<file path="src/rtl/cdb_arbiter_pkg.sv">
// Shared CDB definitions: default sizing, the broadcast payload struct and the
// round-robin pointer wrap helper.
package cdb_arbiter_pkg;

  localparam int unsigned NUM_REQ_DEF = 4;
  localparam int unsigned XLEN_DEF    = 32;
  localparam int unsigned ROB_SZ_DEF  = 32;
  localparam int unsigned TAG_W_DEF   = 6;
  localparam int unsigned ROB_IDX_W   = $clog2(ROB_SZ_DEF);

  typedef logic [TAG_W_DEF-1:0] TAG;

  typedef struct packed {
    TAG                   tag;
    logic [ROB_IDX_W-1:0] rob_idx;
    logic [XLEN_DEF-1:0]  result;
    logic [XLEN_DEF-1:0]  rs2_value;
    logic                 take_branch;
  } CDB_PACKET;

  // Explicit wrap so non-power-of-two requester counts never reach an illegal index
  function automatic int unsigned rr_wrap_inc(input int unsigned g, input int unsigned n);
    return (g + 1 >= n) ? 0 : g + 1;
  endfunction

endpackage

</file>
<file path="src/rtl/cdb_arbiter_if.sv">
// Functional-unit completion requests and the registered CDB broadcast.
interface cdb_arbiter_if #(
  parameter int unsigned NUM_REQ = 4,
  parameter int unsigned XLEN    = 32,
  parameter int unsigned ROB_SZ  = 32,
  parameter int unsigned TAG_W   = 6
);
  localparam int unsigned IDX_W = $clog2(ROB_SZ);
  localparam int unsigned SRC_W = $clog2(NUM_REQ);

  logic [NUM_REQ-1:0]       req_valid;
  logic [NUM_REQ-1:0]       req_ready;
  logic [NUM_REQ*TAG_W-1:0] req_tag;
  logic [NUM_REQ*IDX_W-1:0] req_rob_idx;
  logic [NUM_REQ*XLEN-1:0]  req_result;
  logic [NUM_REQ*XLEN-1:0]  req_rs2_value;
  logic [NUM_REQ-1:0]       req_take_branch;

  logic                     cdb_valid;
  logic [TAG_W-1:0]         cdb_tag;
  logic [IDX_W-1:0]         cdb_rob_idx;
  logic [XLEN-1:0]          cdb_result;
  logic [XLEN-1:0]          cdb_rs2_value;
  logic                     cdb_take_branch;
  logic [SRC_W-1:0]         cdb_src;

  modport master (
    output req_valid, req_tag, req_rob_idx, req_result, req_rs2_value, req_take_branch,
    input  req_ready,
    input  cdb_valid, cdb_tag, cdb_rob_idx, cdb_result, cdb_rs2_value, cdb_take_branch, cdb_src
  );

  modport slave (
    input  req_valid, req_tag, req_rob_idx, req_result, req_rs2_value, req_take_branch,
    output req_ready,
    output cdb_valid, cdb_tag, cdb_rob_idx, cdb_result, cdb_rs2_value, cdb_take_branch, cdb_src
  );
endinterface

</file>
<file path="src/rtl/cdb_arbiter_rr_picker.sv">
// Rotate-priority encoder: first set request at or after the pointer, wrapping.
module rr_picker #(
  parameter  int unsigned N  = 4,
  localparam int unsigned PW = $clog2(N)
) (
  input  logic [N-1:0]  i_req,
  input  logic [PW-1:0] i_ptr,
  output logic [N-1:0]  o_grant,
  output logic [PW-1:0] o_idx,
  output logic          o_any
);

  always_comb begin
    int unsigned c;
    o_grant = '0;
    o_idx   = '0;
    o_any   = 1'b0;
    c       = 0;
    for (int unsigned k = 0; k < N; k++) begin
      c = 32'(i_ptr) + k;
      if (c >= N) c = c - N;
      if (!o_any && i_req[PW'(c)]) begin
        o_any             = 1'b1;
        o_grant[PW'(c)]   = 1'b1;
        o_idx             = PW'(c);
      end
    end
  end

endmodule

</file>
<file path="src/rtl/cdb_arbiter.sv">
// Round-robin CDB arbiter: combinational grant, one-cycle registered broadcast.
module cdb_arbiter
  import cdb_arbiter_pkg::*;
#(
  parameter int unsigned NUM_REQ = NUM_REQ_DEF,
  parameter int unsigned XLEN    = XLEN_DEF,
  parameter int unsigned ROB_SZ  = ROB_SZ_DEF,
  parameter int unsigned TAG_W   = TAG_W_DEF
) (
  input  logic          clock,
  input  logic          reset,
  input  logic          flush,
  cdb_arbiter_if.slave  bus
);

  localparam int unsigned SRC_W = $clog2(NUM_REQ);
  localparam int unsigned IDX_W = $clog2(ROB_SZ);

  typedef struct packed {
    logic [TAG_W-1:0] tag;
    logic [IDX_W-1:0] rob_idx;
    logic [XLEN-1:0]  result;
    logic [XLEN-1:0]  rs2_value;
    logic             take_branch;
  } cdb_pkt_t;

  logic [NUM_REQ-1:0] w_req;
  logic [NUM_REQ-1:0] w_grant;
  logic [SRC_W-1:0]   w_gidx;
  logic               w_any;
  cdb_pkt_t           w_pkt;

  logic [SRC_W-1:0]   r_rr_ptr;
  logic [SRC_W-1:0]   r_src;
  logic               r_valid;
  cdb_pkt_t           r_pkt;

  // Masking the request vector makes flush and reset suppress both grant and transfer
  assign w_req = (reset || flush) ? '0 : bus.req_valid;

  rr_picker #(.N(NUM_REQ)) u_picker (
    .i_req   (w_req),
    .i_ptr   (r_rr_ptr),
    .o_grant (w_grant),
    .o_idx   (w_gidx),
    .o_any   (w_any)
  );

  assign bus.req_ready = w_grant;

  always_comb begin
    w_pkt             = '0;
    w_pkt.tag         = bus.req_tag      [32'(w_gidx)*TAG_W +: TAG_W];
    w_pkt.rob_idx     = bus.req_rob_idx  [32'(w_gidx)*IDX_W +: IDX_W];
    w_pkt.result      = bus.req_result   [32'(w_gidx)*XLEN  +: XLEN];
    w_pkt.rs2_value   = bus.req_rs2_value[32'(w_gidx)*XLEN  +: XLEN];
    w_pkt.take_branch = bus.req_take_branch[w_gidx];
  end

  always_ff @(posedge clock) begin
    if (reset) begin
      r_rr_ptr <= '0;
      r_src    <= '0;
      r_valid  <= 1'b0;
      r_pkt    <= '0;
    end else begin
      r_valid <= w_any;
      if (w_any) begin
        r_rr_ptr <= SRC_W'(rr_wrap_inc(32'(w_gidx), NUM_REQ));
        r_src    <= w_gidx;
        r_pkt    <= w_pkt;
      end
    end
  end

  assign bus.cdb_valid       = r_valid;
  assign bus.cdb_tag         = r_pkt.tag;
  assign bus.cdb_rob_idx     = r_pkt.rob_idx;
  assign bus.cdb_result      = r_pkt.result;
  assign bus.cdb_rs2_value   = r_pkt.rs2_value;
  assign bus.cdb_take_branch = r_pkt.take_branch;
  assign bus.cdb_src         = r_src;

endmodule

</file>
<file path="src/flat_wrapper.sv">
// flat-port wrapper written by rule: the top's interface ports become plain ports
module cdb_arbiter_flat import cdb_arbiter_pkg::*;
#(
  parameter int unsigned NUM_REQ = NUM_REQ_DEF,
  parameter int unsigned XLEN    = XLEN_DEF,
  parameter int unsigned ROB_SZ  = ROB_SZ_DEF,
  parameter int unsigned TAG_W   = TAG_W_DEF
)
  (clock, reset, flush, bus_req_valid, bus_req_tag, bus_req_rob_idx, bus_req_result, bus_req_rs2_value, bus_req_take_branch, bus_req_ready, bus_cdb_valid, bus_cdb_tag, bus_cdb_rob_idx, bus_cdb_result, bus_cdb_rs2_value, bus_cdb_take_branch, bus_cdb_src);
  cdb_arbiter_if #(.NUM_REQ(NUM_REQ), .XLEN(XLEN), .ROB_SZ(ROB_SZ), .TAG_W(TAG_W)) bus_i ();
  input  logic clock;
  input  logic reset;
  input  logic flush;
  input wire logic [$bits(bus_i.req_valid)-1:0] bus_req_valid;
  input wire logic [$bits(bus_i.req_tag)-1:0] bus_req_tag;
  input wire logic [$bits(bus_i.req_rob_idx)-1:0] bus_req_rob_idx;
  input wire logic [$bits(bus_i.req_result)-1:0] bus_req_result;
  input wire logic [$bits(bus_i.req_rs2_value)-1:0] bus_req_rs2_value;
  input wire logic [$bits(bus_i.req_take_branch)-1:0] bus_req_take_branch;
  output wire logic [$bits(bus_i.req_ready)-1:0] bus_req_ready;
  output wire logic [$bits(bus_i.cdb_valid)-1:0] bus_cdb_valid;
  output wire logic [$bits(bus_i.cdb_tag)-1:0] bus_cdb_tag;
  output wire logic [$bits(bus_i.cdb_rob_idx)-1:0] bus_cdb_rob_idx;
  output wire logic [$bits(bus_i.cdb_result)-1:0] bus_cdb_result;
  output wire logic [$bits(bus_i.cdb_rs2_value)-1:0] bus_cdb_rs2_value;
  output wire logic [$bits(bus_i.cdb_take_branch)-1:0] bus_cdb_take_branch;
  output wire logic [$bits(bus_i.cdb_src)-1:0] bus_cdb_src;
  assign bus_i.req_valid = bus_req_valid;
  assign bus_i.req_tag = bus_req_tag;
  assign bus_i.req_rob_idx = bus_req_rob_idx;
  assign bus_i.req_result = bus_req_result;
  assign bus_i.req_rs2_value = bus_req_rs2_value;
  assign bus_i.req_take_branch = bus_req_take_branch;
  assign bus_req_ready = bus_i.req_ready;
  assign bus_cdb_valid = bus_i.cdb_valid;
  assign bus_cdb_tag = bus_i.cdb_tag;
  assign bus_cdb_rob_idx = bus_i.cdb_rob_idx;
  assign bus_cdb_result = bus_i.cdb_result;
  assign bus_cdb_rs2_value = bus_i.cdb_rs2_value;
  assign bus_cdb_take_branch = bus_i.cdb_take_branch;
  assign bus_cdb_src = bus_i.cdb_src;
  cdb_arbiter #(.NUM_REQ(NUM_REQ), .XLEN(XLEN), .ROB_SZ(ROB_SZ), .TAG_W(TAG_W)) u_core (.clock(clock), .reset(reset), .flush(flush), .bus(bus_i));
endmodule
</file>
<file path="config.mk">
export PLATFORM = sky130hd
export DESIGN_NAME = cdb_arbiter_flat
export DESIGN_NICKNAME = d
export VERILOG_FILES = /design/src/rtl/cdb_arbiter_pkg.sv /design/src/rtl/cdb_arbiter_if.sv /design/src/rtl/cdb_arbiter_rr_picker.sv /design/src/rtl/cdb_arbiter.sv /design/src/flat_wrapper.sv
export SDC_FILE = /design/constraint.sdc
export NUM_CORES = 1
export LEC_CHECK = 0
export CAP_MARGIN = 20
export CORE_AREA = 2 2 153 155
export DETAILED_ROUTE_END_ITERATION = 12
export DIE_AREA = 0 0 155 157
export PLACE_DENSITY = 0.6
export SYNTH_ARGS = -nofsm -noshare
export SYNTH_HDL_FRONTEND = slang
export SYNTH_SLANG_ARGS = --single-unit
</file>
<file path="constraint.sdc">
create_clock -name clock -period 2.92 [get_ports clock]
set_clock_uncertainty 0.05 [all_clocks]
set_input_delay 0.73 -clock clock [delete_from_list [all_inputs] [get_ports clock]]
set_output_delay 0.73 -clock clock [all_outputs]
set_load 0.03 [all_outputs]
</file>
# Word level (Yosys, flattened, before mapping)

Cells that the tools add are included.

Flip-flop bits (word level): 81
Output and inout port bits: 83
Word-level logic and storage cells: 86

Add/sub/neg operators: 8
$mul: 2
Order comparisons: 14
Shifts and indexed selects: 4
Mux-type cells: 36
Bitwise operators: 3
Reductions and logical operators: 11

Operators by type and width:

| cell                                                                          | number |
|---|---|
| 128-bit by 8-bit indexed part select with 32-bit output                       | 2 |
| 24-bit by 6-bit indexed part select with 6-bit output                         | 1 |
| 4-bit 2-to-1 mux                                                              | 5 |
| 20-bit by 6-bit indexed part select with 5-bit output                         | 1 |
| 2-bit 2-to-1 mux                                                              | 9 |
| 2-bit by 3-bit less-than comparator with 1-bit output (second input constant) | 5 |
| 1-bit 2-to-1 mux                                                              | 13 |
| 3-bit >= comparator (second input constant)                                   | 4 |
| 4-bit OR                                                                      | 3 |
| 1-bit binary-select mux with 2-bit select                                     | 5 |
| 1-bit demux with 2-bit select                                                 | 4 |
| 2-bit by 1-bit >= comparator with 1-bit output (second input constant)        | 4 |
| 2-bit by 1-bit subtractor with 2-bit output (second input constant)           | 4 |
| 1-bit logical AND                                                             | 7 |
| 2-bit by 1-bit adder with 3-bit output (second input constant)                | 2 |
| 2-bit by 2-bit adder with 3-bit output (second input constant)                | 2 |
| 2-bit by 3-bit multiplier with 5-bit output (second input constant)           | 1 |
| 2-bit by 2-bit multiplier with 4-bit output (second input constant)           | 1 |
| 2-bit by 3-bit >= comparator with 1-bit output (second input constant)        | 1 |
| 1-bit zero test                                                               | 3 |
| 1-bit logical OR                                                              | 1 |

# Longest topological paths before layout

Word-level depth: 17
Depth in mapped cells: 12
Mapped depth without buffers: 8

# Cells and area by module

Synthesis repeated with hierarchy kept, for this count alone.

Cell total of the unflattened synthesis: 500
Area, all modules: 5547.8 µm²

Modules (own cells, without submodules):

| module      | times used | cells each | area an instance (µm²) | sequential area each (µm²) |
|---|---|---|---|---|
| cdb_arbiter | 1          | 455        | 5126.2                 | 1621.6 |
| rr_picker   | 1          | 45         | 421.7                  | 0.0 |

# Worst setup path after synthesis

OpenSTA, ideal clock, no wires.

Path type: reg2out
Start: register u_core.r_rr_ptr[0]
End: output bus_req_ready[0]
Arrival time: 2383 ps
Setup slack: -243 ps
Cell stages (with the launch flop): 10
Cells stage by stage: dfxtp_1 buf_2 inv_1 ha_1 buf_6 or3b_1 a2bb2oi_1 or2_2 o21ai_0 a221o_1

Cells in the longest elaborated chain, start to end: 14
Elaborated cells on any way between the ends: 59

RTL lines:

| element                                                                         | RTL line                    | source |
|---|---|---|
| from (decl)                                                                     | cdb_arbiter.sv:33           | `logic [SRC_W-1:0] r_rr_ptr;` |
| from (signal assigned)                                                          | cdb_arbiter.sv:69           | `r_rr_ptr <= SRC_W'(rr_wrap_inc(32'(w_gidx), NUM_REQ));` |
| branches (longest 13 deep; another with 2-bit by 1-bit adder with 3-bit output) | -                           |  |
| 4-bit 2-to-1 mux *                                                              | cdb_arbiter_rr_picker.sv:22 | `if (!o_any && i_req[PW'(c)]) begin` |
| to (decl)                                                                       | flat_wrapper.sv:20          | `output wire logic [$bits(bus_i.req_ready)-1:0] bus_req_ready;` |

Mark *: on every way between the ends. The select of a mux whose other input is x is not followed.

# Worst setup path in the final report

Start: register u_core.r_rr_ptr[0]
End: output bus_req_ready[3]

The elaborated chain is that of the path after synthesis.

==> metrics.yaml <==
critPathSlowestCell: "dfxtp_2"
drt_first_pass_iters: 4
maxCapViolCount: 0
grt_use_met2: 0.323
netlist_instances: 594
drc: 0
slowest_delay_ns: 0.35
cp-start-kind: "flop"
crit_top_cell: "buf_6"
seq_area_frac_synth: 0.278
stdcell_area_um2: 11000
cts_tree: "yes"
std_cell_rows: 55
crit_arrival_ns: 2.29
grt_use_met3: 0.0509
synthesis.nets: 913
cp_top_family: "compound AO/OA/AOI/OAI gates"
cp.depth: 9
ys_types: 37
die_h_um: 157
die_w_um: 155
crit_chain: "clkinvlp_4 -> ha_4 -> buf_6 -> and3b_1 -> o211ai_1 -> o31a_1 -> nor2_4 -> a221o_2 -> buf_6"
hp-class: "reg2reg"
areaGrowthSynthToFinish_pct: 87.7
synth_area_leader_cell: "dfxtp_1"
ir_worst_vdd_mv: 0.223
synth-main-ff-cell: "dfxtp_1"
postCtsHoldBufs: 0
vias: 5962
drt_wl_total_mm: 21.7
drive_gt1_frac: 0.186
num_io_pins: 394
fmax_mhz: 325
fin_cells: 1301
power-per-cell-area_nw_per_um2: 386
grt_usage: 0.170
synth_top_area_frac: 0.278
overflow: 0
end_kind: "output pin"
wl_per_cell_um: 16.6
synth_warnings: 0
hold_depth: 2
p_leak_uw: 0.00388
clock_latency_ns: 0.34
finalCriticalPeriod_ns: 3.07
grt_pass1_wl_mm: 32.3
grt_start_max_net_pins: 81
grt_use_met1: 0.179
setup_viol: 4
violations: "setup timing"
htree_levels: 3
clock_path_buffers: 2
gr-max-usage-layer: "met2"
antenna_found_initial: 0
required_ns: 2.14
critPathKind: "reg2out"
syn-mean-instance-area_um2: 9.83
clk_pin_slew_ns: 0.06
hold_violations: 0
place_area_um2: 10500
layout.area.seq_um2: 1620
maxSlewHeadroom: 0.519
netlist_area_um2: 5840
cp_num_buf_inv: 3
dp_cells: 1278
via_per_inst: 4.58
final-max-slew-violation-count: 0
start_util: 0.260
initialDrtViolationCount: 167
rr_worst_depth: 13
rsz0062_at_grt: "yes"
gp_congestion: 0.796
cts_made_buffers: 9
dp_hpwl_mm: 17.3
worstMarginPinSlew_ns: 0.722
cts_root_buf: "clkbuf_16"
cp_max_fo: 6
timing.final.crit_share: 1.05
nets: 1329
synth_edf_count: 0
synth-seq-cells: 81
core_area_um2: 22500
layout_setup_ws_ns: -0.154
grt_pass1_vias: 6025
clock-sinks: 81
die_area_um2: 24300
async_flop_share: 0
fill_cells: 2177
status: "finished with violations"
final_core_util: 0.487
multi_input_area_um2: 4030
numPortBuffers: 393
ant_nets: 0
pre_cts_ws_ns: -0.483
synthTopCellsByArea: "dfxtp_1, mux2i_1, mux2_2, nand3b_1, o21ai_1"
## flip-flops by register name (all words and copies together), names as in the netlist
| register | cells |
|---|---|
| u_core.bus.cdb_result | 32 |
| u_core.bus.cdb_valid | 1 |
| u_core.bus.cdb_src | 2 |
| u_core.bus.cdb_tag | 6 |
| u_core.bus.cdb_rs2_value | 32 |
| u_core.bus.cdb_take_branch | 1 |
| u_core.r_rr_ptr | 2 |
| u_core.bus.cdb_rob_idx | 5 |
## cells in the final DEF (no fill, tap or decap), types with 9 or more instances in the layout
cell type        instances
dfxtp_1                 80
buf_12                  11
mux2i_1                153
clkbuf_16                9
clkdlybuf4s50_1        383
buf_4                   56
o21ai_1                 76
nand3b_1                76
mux2_2                  57
mux2_4                  21
## through the flow
stage	hold slack, ns	setup TNS (ns)	total power, uW
2_1_floorplan	0.552	-1.03	2100
3_3_place_gp	0.414	-26.28	2930
3_5_place_dp	0.415	-27.25	2940
4_1_cts	0.428	-0.747	4280
5_1_grt	0.444	-1.27	4440
6_report	0.425	-0.587	4240
## cells by family after synthesis
kind of cell | Yosys count | share of synthesized area
buf+inv | 64 | 0.0623
fa+ha+maj | 8 | 0.0171
compound gates | 105 | 0.105
simple gates | 104 | 0.124
mux | 232 | 0.414
flops | 81 | 0.278
## per-layer routing
metal,up-vias,part of all wire
li1,3034,-
met2,251,0.52
met4,0,0.020
met3,23,0.088
met1,2654,0.37
met5,-,0
## what timing repair did
item,4_1_cts,5_1_grt
pin swaps,6,2
resized for setup,15,7
buffers inserted,4,3
setup endpoints to repair,17,4
hold endpoints to repair,0,0
## cell usage after synthesis (2+ instances only)
cell / count
a221o_1: 4
dfxtp_1: 81
and3b_1: 2
clkbuf_1: 23
nor3b_1: 4
mux2i_1: 154
ha_1: 8
a21oi_1: 4
mux2_2: 78
nand2_1: 6
nand3_1: 2
buf_4: 11
nand3b_1: 76
buf_2: 12
buf_6: 9
inv_1: 8
nor2_1: 7
o21ai_1: 71
or2_2: 2
o21ai_0: 11
a211oi_1: 4
o31a_1: 2
## tightest hold or removal path, stage by stage (launching register included)
cell and delay, ns:
dfxtp_1 0.31, nand3b_1 0.07, o21ai_1 0.05
## power by group
part | switching (uW) | total (uW) | internal [uW]
sequential | 55.3 | 1270 | 1210
combinational | 697 | 1660 | 966
clock | 469 | 1310 | 837
total | 1220 | 4240 | 3010
## area by class of cell
cell class                 count  area share
clock buffer                  11      0.0212
multi-input combinational    449       0.368
clock inverter                 5     0.00947
sequential                    81       0.148
timing repair buffer         461       0.418
inverter                       8     0.00308
tap                          285      0.0325
antenna                        1    0.000228
## path summary, 6_finish.rpt
kind                                               start                         to  slack, ns
worst max-delay path                  u_core.r_rr_ptr[0]           bus_req_ready[3]      -0.15
worst min-delay path            u_core.bus.cdb_result[0]   u_core.bus.cdb_result[0]       0.43
worst max register to register        u_core.r_rr_ptr[0]  u_core.bus.cdb_result[24]       0.08
worst min register to register  u_core.bus.cdb_result[0]   u_core.bus.cdb_result[0]       0.43
Note: power is estimated with default switching activity, not from simulation.
